$ cat src/rtl/led_matrix_scan_pkg.sv
// Shared display definitions for the 8x8 red/green LED matrix scanner:
// geometry, colour encodings, scan states and pixel/column helpers.
package led_matrix_scan_pkg;

  localparam int unsigned MATRIX_ROWS  = 8;
  localparam int unsigned MATRIX_COLS  = 8;
  localparam int unsigned COLOR_BITS   = 2;
  localparam int unsigned FRAME_BITS   = MATRIX_ROWS * MATRIX_COLS * COLOR_BITS;
  localparam int unsigned ROW_W        = $clog2(MATRIX_ROWS);
  localparam int unsigned FRAME_IDX_W  = $clog2(FRAME_BITS);
  localparam int unsigned PWM_W        = 4;

  typedef enum logic [COLOR_BITS-1:0] {
    COLOR_OFF    = 2'b00,
    COLOR_GREEN  = 2'b01,
    COLOR_RED    = 2'b10,
    COLOR_YELLOW = 2'b11
  } color_e;

  typedef enum logic {
    ST_BLANK = 1'b0,
    ST_SHOW  = 1'b1
  } scan_state_e;

  typedef struct packed {
    logic [MATRIX_COLS-1:0] red;
    logic [MATRIX_COLS-1:0] green;
  } col_drive_t;

  // Lowest bit index of pixel (row, col) in the frame bus; bit+1 is red, bit+0 is green.
  function automatic int unsigned pixel_bit(input int unsigned row, input int unsigned col);
    return COLOR_BITS * (row * MATRIX_COLS + col);
  endfunction

  // Wide enough for the longer of the two dwell intervals, never zero bits.
  function automatic int unsigned dwell_width(input int unsigned a, input int unsigned b);
    int unsigned m;
    int unsigned w;
    m = (a > b) ? a : b;
    w = $clog2(m);
    return (w < 1) ? 1 : w;
  endfunction

  // Column drive pattern for one row of a frame snapshot.
  function automatic col_drive_t row_drive(input logic [FRAME_BITS-1:0] frame,
                                           input logic [ROW_W-1:0]      row);
    col_drive_t                 d;
    logic [FRAME_IDX_W-1:0]     idx;
    logic [COLOR_BITS-1:0]      px;
    d = '0;
    for (int unsigned c = 0; c < MATRIX_COLS; c++) begin
      idx        = FRAME_IDX_W'(pixel_bit(32'(row), c));
      px         = frame[idx +: COLOR_BITS];
      d.red[c]   = (px == COLOR_RED)   || (px == COLOR_YELLOW);
      d.green[c] = (px == COLOR_GREEN) || (px == COLOR_YELLOW);
    end
    return d;
  endfunction

endpackage

$ cat src/rtl/led_matrix_scan_timer.sv
// Dwell counter for the row scanner: counts cycles in the current state and
// raises a terminal-count strobe on the last cycle of a blank or show interval.
module led_matrix_scan_timer
  import led_matrix_scan_pkg::*;
#(
  parameter int unsigned ROW_CYCLES   = 1000,
  parameter int unsigned BLANK_CYCLES = 16,
  parameter int unsigned CNT_W        = dwell_width(ROW_CYCLES, BLANK_CYCLES)
) (
  input  logic             clk,
  input  logic             sw,
  input  logic             show_i,
  output logic [CNT_W-1:0] cnt_o,
  output logic             tc_c_o
);

  logic [CNT_W-1:0] cnt_q;
  logic [CNT_W-1:0] cnt_d;
  logic [CNT_W-1:0] last_c;

  // Counter wraps to zero on terminal count, which is exactly when the state changes.
  always_comb begin
    last_c = show_i ? CNT_W'(ROW_CYCLES - 1) : CNT_W'(BLANK_CYCLES - 1);
    tc_c_o = (cnt_q == last_c);
    cnt_d  = tc_c_o ? '0 : cnt_q + CNT_W'(1);
  end

  always_ff @(posedge clk) begin
    if (!sw) begin
      cnt_q <= '0;
    end else begin
      cnt_q <= cnt_d;
    end
  end

  assign cnt_o = cnt_q;

endmodule

$ cat src/rtl/led_matrix_scan.sv
// Row-multiplexed driver for the 8x8 red/green LED matrix: snapshots the frame bus
// at the start of row 0 and scans rows with a blanking gap. Optional BRIGHTNESS_PWM_EN.
module led_matrix_scan
  import led_matrix_scan_pkg::*;
#(
  parameter int unsigned ROW_CYCLES   = 1000,
  parameter int unsigned BLANK_CYCLES = 16
) (
  input  logic                   clk,
  input  logic                   sw,
`ifdef BRIGHTNESS_PWM_EN
  input  logic [PWM_W-1:0]       brightness,
`endif
  input  logic [FRAME_BITS-1:0]  matrix_data,
  output logic [MATRIX_ROWS-1:0] row_n,
  output logic [MATRIX_COLS-1:0] col_r,
  output logic [MATRIX_COLS-1:0] col_g,
  output logic                   frame_start
);

  localparam int unsigned CNT_W = dwell_width(ROW_CYCLES, BLANK_CYCLES);

  scan_state_e            state_q, state_d;
  logic [ROW_W-1:0]       row_q, row_d;
  logic [FRAME_BITS-1:0]  shadow_q;
  logic [MATRIX_ROWS-1:0] row_n_q, row_n_d;
  logic [MATRIX_COLS-1:0] col_r_q, col_r_d;
  logic [MATRIX_COLS-1:0] col_g_q, col_g_d;
  logic                   frame_start_q, frame_start_d;
  logic [CNT_W-1:0]       cnt;
  logic                   tc_c;
  logic                   snap_c;
  logic                   cols_on_c;
  col_drive_t             drive_c;
`ifdef BRIGHTNESS_PWM_EN
  logic [PWM_W-1:0]       bright_q;
`endif

  led_matrix_scan_timer #(
    .ROW_CYCLES   (ROW_CYCLES),
    .BLANK_CYCLES (BLANK_CYCLES),
    .CNT_W        (CNT_W)
  ) u_scan_timer (
    .clk    (clk),
    .sw     (sw),
    .show_i (state_q == ST_SHOW),
    .cnt_o  (cnt),
    .tc_c_o (tc_c)
  );

  // Next state, snapshot strobe and next output values from the current scan position.
  always_comb begin
    state_d       = state_q;
    row_d         = row_q;
    snap_c        = (state_q == ST_BLANK) && (row_q == '0) && (cnt == '0);
    row_n_d       = '1;
    col_r_d       = '0;
    col_g_d       = '0;
    frame_start_d = snap_c;
    drive_c       = row_drive(shadow_q, row_q);
    cols_on_c     = 1'b1;
`ifdef BRIGHTNESS_PWM_EN
    cols_on_c     = (PWM_W'(cnt) <= bright_q);
`endif

    if (tc_c) begin
      case (state_q)
        ST_BLANK: state_d = ST_SHOW;
        ST_SHOW: begin
          state_d = ST_BLANK;
          row_d   = row_q + ROW_W'(1);
        end
        default: state_d = ST_BLANK;
      endcase
    end

    if (state_q == ST_SHOW) begin
      row_n_d = ~(MATRIX_ROWS'(1) << row_q);
      if (cols_on_c) begin
        col_r_d = drive_c.red;
        col_g_d = drive_c.green;
      end
    end
  end

  always_ff @(posedge clk) begin
    if (!sw) begin
      state_q       <= ST_BLANK;
      row_q         <= '0;
      shadow_q      <= '0;
      row_n_q       <= '1;
      col_r_q       <= '0;
      col_g_q       <= '0;
      frame_start_q <= 1'b0;
`ifdef BRIGHTNESS_PWM_EN
      bright_q      <= '0;
`endif
    end else begin
      state_q       <= state_d;
      row_q         <= row_d;
      row_n_q       <= row_n_d;
      col_r_q       <= col_r_d;
      col_g_q       <= col_g_d;
      frame_start_q <= frame_start_d;
      if (snap_c) begin
        shadow_q <= matrix_data;
`ifdef BRIGHTNESS_PWM_EN
        bright_q <= brightness;
`endif
      end
    end
  end

  assign row_n       = row_n_q;
  assign col_r       = col_r_q;
  assign col_g       = col_g_q;
  assign frame_start = frame_start_q;

endmodule

$ cat config.mk
export PLATFORM = sky130hd
export DESIGN_NAME = led_matrix_scan
export DESIGN_NICKNAME = d
export VERILOG_FILES = /design/src/rtl/led_matrix_scan_pkg.sv /design/src/rtl/led_matrix_scan_timer.sv /design/src/rtl/led_matrix_scan.sv
export SDC_FILE = /design/constraint.sdc
export NUM_CORES = 1
export LEC_CHECK = 0
export ABC_CLOCK_PERIOD_IN_PS = 6000
export BUFFER_PORTS_ARGS = -buffer_cell sky130_fd_sc_hd__buf_4
export CORE_UTILIZATION = 51
export DETAILED_ROUTE_END_ITERATION = 6
export MAX_ROUTING_LAYER = met4
export PLACE_DENSITY = 0.75
export SLEW_MARGIN = 20
export SYNTH_ARGS = -nofsm -noshare
export SYNTH_HDL_FRONTEND = slang
export SYNTH_HIERARCHICAL = 1
export SYNTH_SLANG_ARGS = --single-unit
$ cat constraint.sdc
create_clock -name clk -period 6 [get_ports clk]
set_input_delay 0.6 -clock clk [delete_from_list [all_inputs] [get_ports clk]]
set_output_delay 0.6 -clock clk [all_outputs]
set_load 0.1 [all_outputs]
==> PnR_summary.wiki <==
{| class="wikitable"
! Metric !! Value
|-
| Net Count, Synth || 867
|-
| Part of the power in combinational logic || 0.133
|-
| Residual antenna-violating net count after detailed routing || 0
|-
| Post-synthesis area per instance || 10.1 um^2
|-
| Post_cts resized || 0
|-
| Leading post-synthesis cells by instance count || sky130_fd_sc_hd__nand2_1 (268), sky130_fd_sc_hd__dfxtp_1 (167), sky130_fd_sc_hd__mux2i_1 (128)
|-
| Wire length on met3 || 873 um
|-
| Worst setup slack after placement || 2760 ps
|-
| Yosys warning count || 6
|-
| Die Height || 122 um
|-
| Net switching power figure || 661 uW
|-
| Netlist area before placement || 7380 um^2
|-
| Routed wire length || 16,900 um
|-
| Maximum number of pins on one net before global-route repair || 170
|-
| Share of the yosys chip area belonging to registers || 0.453
|-
| Highest achievable clock rate || 308 MHz
|-
| Worst EP required || 6350 ps
|-
| Library cells used by synthesis || 31
|-
| Insertion delay to the later sink of the worst-skew pair || 420 ps
|-
| Data arrival time at the worst-slack endpoint || 3600 ps
|-
| Sequential share of power || 0.455
|-
| Most frequent cell after synthesis || sky130_fd_sc_hd__nand2_1
|-
| Clk slew on worst S/H paths || 60 ps
|-
| Weighted congestion at the end of routability-driven global placement || 0.831
|-
| Global-route congestion overflow total || 0
|-
| Cell types with the largest area share after synthesis || sky130_fd_sc_hd__dfxtp_1 (45%), sky130_fd_sc_hd__mux2i_1 (17%), sky130_fd_sc_hd__nand2_1 (14%), sky130_fd_sc_hd__mux4_2 (9.8%), sky130_fd_sc_hd__buf_12 (3.0%)
|-
| CTS tree || done
|-
| Hold Path Class || primary input to register
|-
| Skew final || 6.71 ps
|-
| DRC || 0
|-
| Initial cell density of the core || 0.528
|-
| Placement row count || 43
|-
| WS Path Type || register to register
|-
| H-tree depth reported by CTS || 4
|-
| Period Utilization, post-route || 0.542
|-
| Antenna violations before repair || 0
|-
| Capture endpoint of the worst hold path || shadow_q[12]
|-
| Max-slew headroom at the worst pin || 0.319
|-
| Critical path capture point type || register
|-
| Layout cells sized above 1 || 0.262
|-
| EDFF count, synth || 0
|-
| Core area || 14,000 um^2
|-
| Via density || 5.24
|-
| Largest fanout on the critical path || 59
|-
| P per Cell Area || 307 nW/um^2
|-
| DR iter-0 viols || 417
|-
| Number of top-level pins || 155
|-
| CTS sink cnt || 167
|-
| LEAKAGE || 0.00397 uW
|-
| Post-layout nets || 987
|-
| Area growth, synth to finish || 21.8%
|-
| Count of mapped cells out of synthesis || 730
|-
| Fin area || 8990 um^2
|-
| Master cell of the clock root buffer || sky130_fd_sc_hd__clkbuf_16
|-
| Setup TNS || 0 ps
|-
| Die area || 15,000 um^2
|-
| Number of flip-flops and latches in the synthesized netlist || 167
|-
| Peak supply drop || 0.218 mV
|-
| Pint || 2100 uW
|-
| Global-route wire length before repair || 26,600 um
|-
| Fraction of registers with async set or reset after synthesis || 0
|-
| Area after detailed placement || 8370 um^2
|-
| Reg2Reg Depth || 6
|-
| Core utilization of the finished layout || 0.643
|-
| Routed via count || 5,466
|-
| Filler Cell Count || 1,153
|-
| Met2 routed wirelength || 7950 um
|-
| N_diodes || 0
|-
| Post-cts hold buffer count || 0
|-
| Buffers on Ports || 154
|-
| Setup repair after global routing missed its margin || no
|-
| Worst path setup slack after routing || 2750 ps
|-
| Net switching fraction of the power || 0.240
|-
| Final min period || 3250 ps
|-
| R2r setup slk || 2750 ps
|-
| Final setup fails || 0
|-
| Cell depth of the worst min-delay path || 3
|-
| Average wire per cell in the routed design || 16.2 um
|-
| Endpoint of the most critical register-to-register path || shadow_q[18]
|-
| TritonRoute pass-1 iters || 5
|-
| Sort of element at the start of the critical path || register
|-
| MaxCap Viol Count || 0
|-
| GRT Overall Usage || 0.243
|-
| Worst hold path startpoint || matrix_data[12]
|-
| Pins over their slew limit || 0
|-
| Leading register cell type out of synthesis || sky130_fd_sc_hd__dfxtp_1
|-
| Yosys top cell area share || 0.453
|-
| Part of the total power dissipated in the clock network || 0.412
|-
| Hold violation total from the final report || 0
|-
| Post-CTS setup repair buffer count || 0
|-
| Highest routing layer actually used || met4
|-
| Vias in the first global route || 5,501
|-
| Run status || finished clean
|-
| Buffer levels on the longest clock path || 2
|-
| Cell type with the highest aggregate area in the netlist || sky130_fd_sc_hd__dfxtp_1
|-
| Inserted Clock Buffers || 17
|-
| Width of the chip || 122 um
|-
| Pin slew with the least headroom to its limit || 1020 ps
|-
| Worst r2r src || row_q[1]
|-
| HPWL after DPL || 11,800 um
|-
| Routed metal-1 wire length || 7470 um
|}
how the worst max path moves through the flow:
stage | slack [ps] | depth (start not counted) | endpoint | from
finish | 2750 | 6 | shadow_q[18] | row_q[1]
global route | 2530 | 6 | shadow_q[5] | row_q[1]
CTS | 2730 | 6 | shadow_q[112] | row_q[1]
detailed placement | 2760 | 6 | shadow_q[112] | row_q[1]
global placement | 2890 | 6 | shadow_q[2] | row_q[1]
floorplan | 3870 | 10 | frame_start | row_q[0]
power groups by stage:
| stage | Clock, uW | Combinational, uW | Sequential [uW] |
|---|---|---|---|
| 6_report | 1140 | 367 | 1260 |
| 5_1_grt | 1210 | 396 | 1260 |
| 4_1_cts | 1160 | 369 | 1250 |
| 3_5_place_dp | 0 | 368 | 1280 |
| 3_3_place_gp | 0 | 356 | 1270 |
| 2_1_floorplan | 0 | 299 | 1260 |
cell usage in the layout (no fill, tap or decap), types with 7 or more instances in the layout:
master                      instances
sky130_fd_sc_hd__buf_4            157
sky130_fd_sc_hd__dfxtp_1          165
sky130_fd_sc_hd__nor3b_1            8
sky130_fd_sc_hd__nand2_1          268
sky130_fd_sc_hd__xnor2_1            7
sky130_fd_sc_hd__mux2i_1          128
sky130_fd_sc_hd__clkbuf_16         17
sky130_fd_sc_hd__a22o_1            16
sky130_fd_sc_hd__mux4_2            32
sky130_fd_sc_hd__ha_1               7
sky130_fd_sc_hd__nand3_1            7
area by class of cell:
cell class / count / area [um^2] / area share
tap: 180 / 225 / 0.0251
clock inverter: 13 / 179 / 0.0199
multi-input combinational: 501 / 3590 / 0.399
sequential: 167 / 3350 / 0.372
clock buffer: 19 / 443 / 0.0493
timing repair buffer: 158 / 1190 / 0.133
inverter: 5 / 18.8 / 0.00209
worst max-delay path, cell delays in order, from the launching register on:
cell and delay (ps):
sky130_fd_sc_hd__dfxtp_2 610, sky130_fd_sc_hd__inv_1 200, sky130_fd_sc_hd__ha_1 220, sky130_fd_sc_hd__nor4b_2 200
sky130_fd_sc_hd__and4_4 940, sky130_fd_sc_hd__buf_4 670, sky130_fd_sc_hd__mux2i_1 260
sequential cells by signal (all words and copies together), names as in the netlist:
signal	cells
col_g	8
state_q	1
row_q	3
col_r	8
shadow_q	128
frame_start	1
row_n	8
u_scan_timer/cnt_o	10
metrics by stage:
stage	cells	hold slack [ps]	total power (uW)
2_1_floorplan	730	432	1560
3_3_place_gp	1011	439	1630
3_5_place_dp	1011	447	1640
4_1_cts	1043	412	2780
5_1_grt	1043	416	2870
6_report	1043	425	2760
cells by family after synthesis:
| family | share of synthesized area |
|---|---|
| AO/OA/AOI/OAI | 0.0242 |
| adder cells (fa/ha/maj) | 0.0119 |
| flip-flops | 0.453 |
| multiplexers | 0.271 |
| XOR/XNOR | 0.0119 |
| AND/OR/NAND/NOR | 0.166 |
| buffers and inverters | 0.0619 |
routing by layer:
layer  GRT usage  up-vias
met3      0.0493       37
met1       0.305     2557
met4       0.121        0
met5           -        -
met2       0.371      173
li1            -     2699
Power figures use the tool's default switching activity.
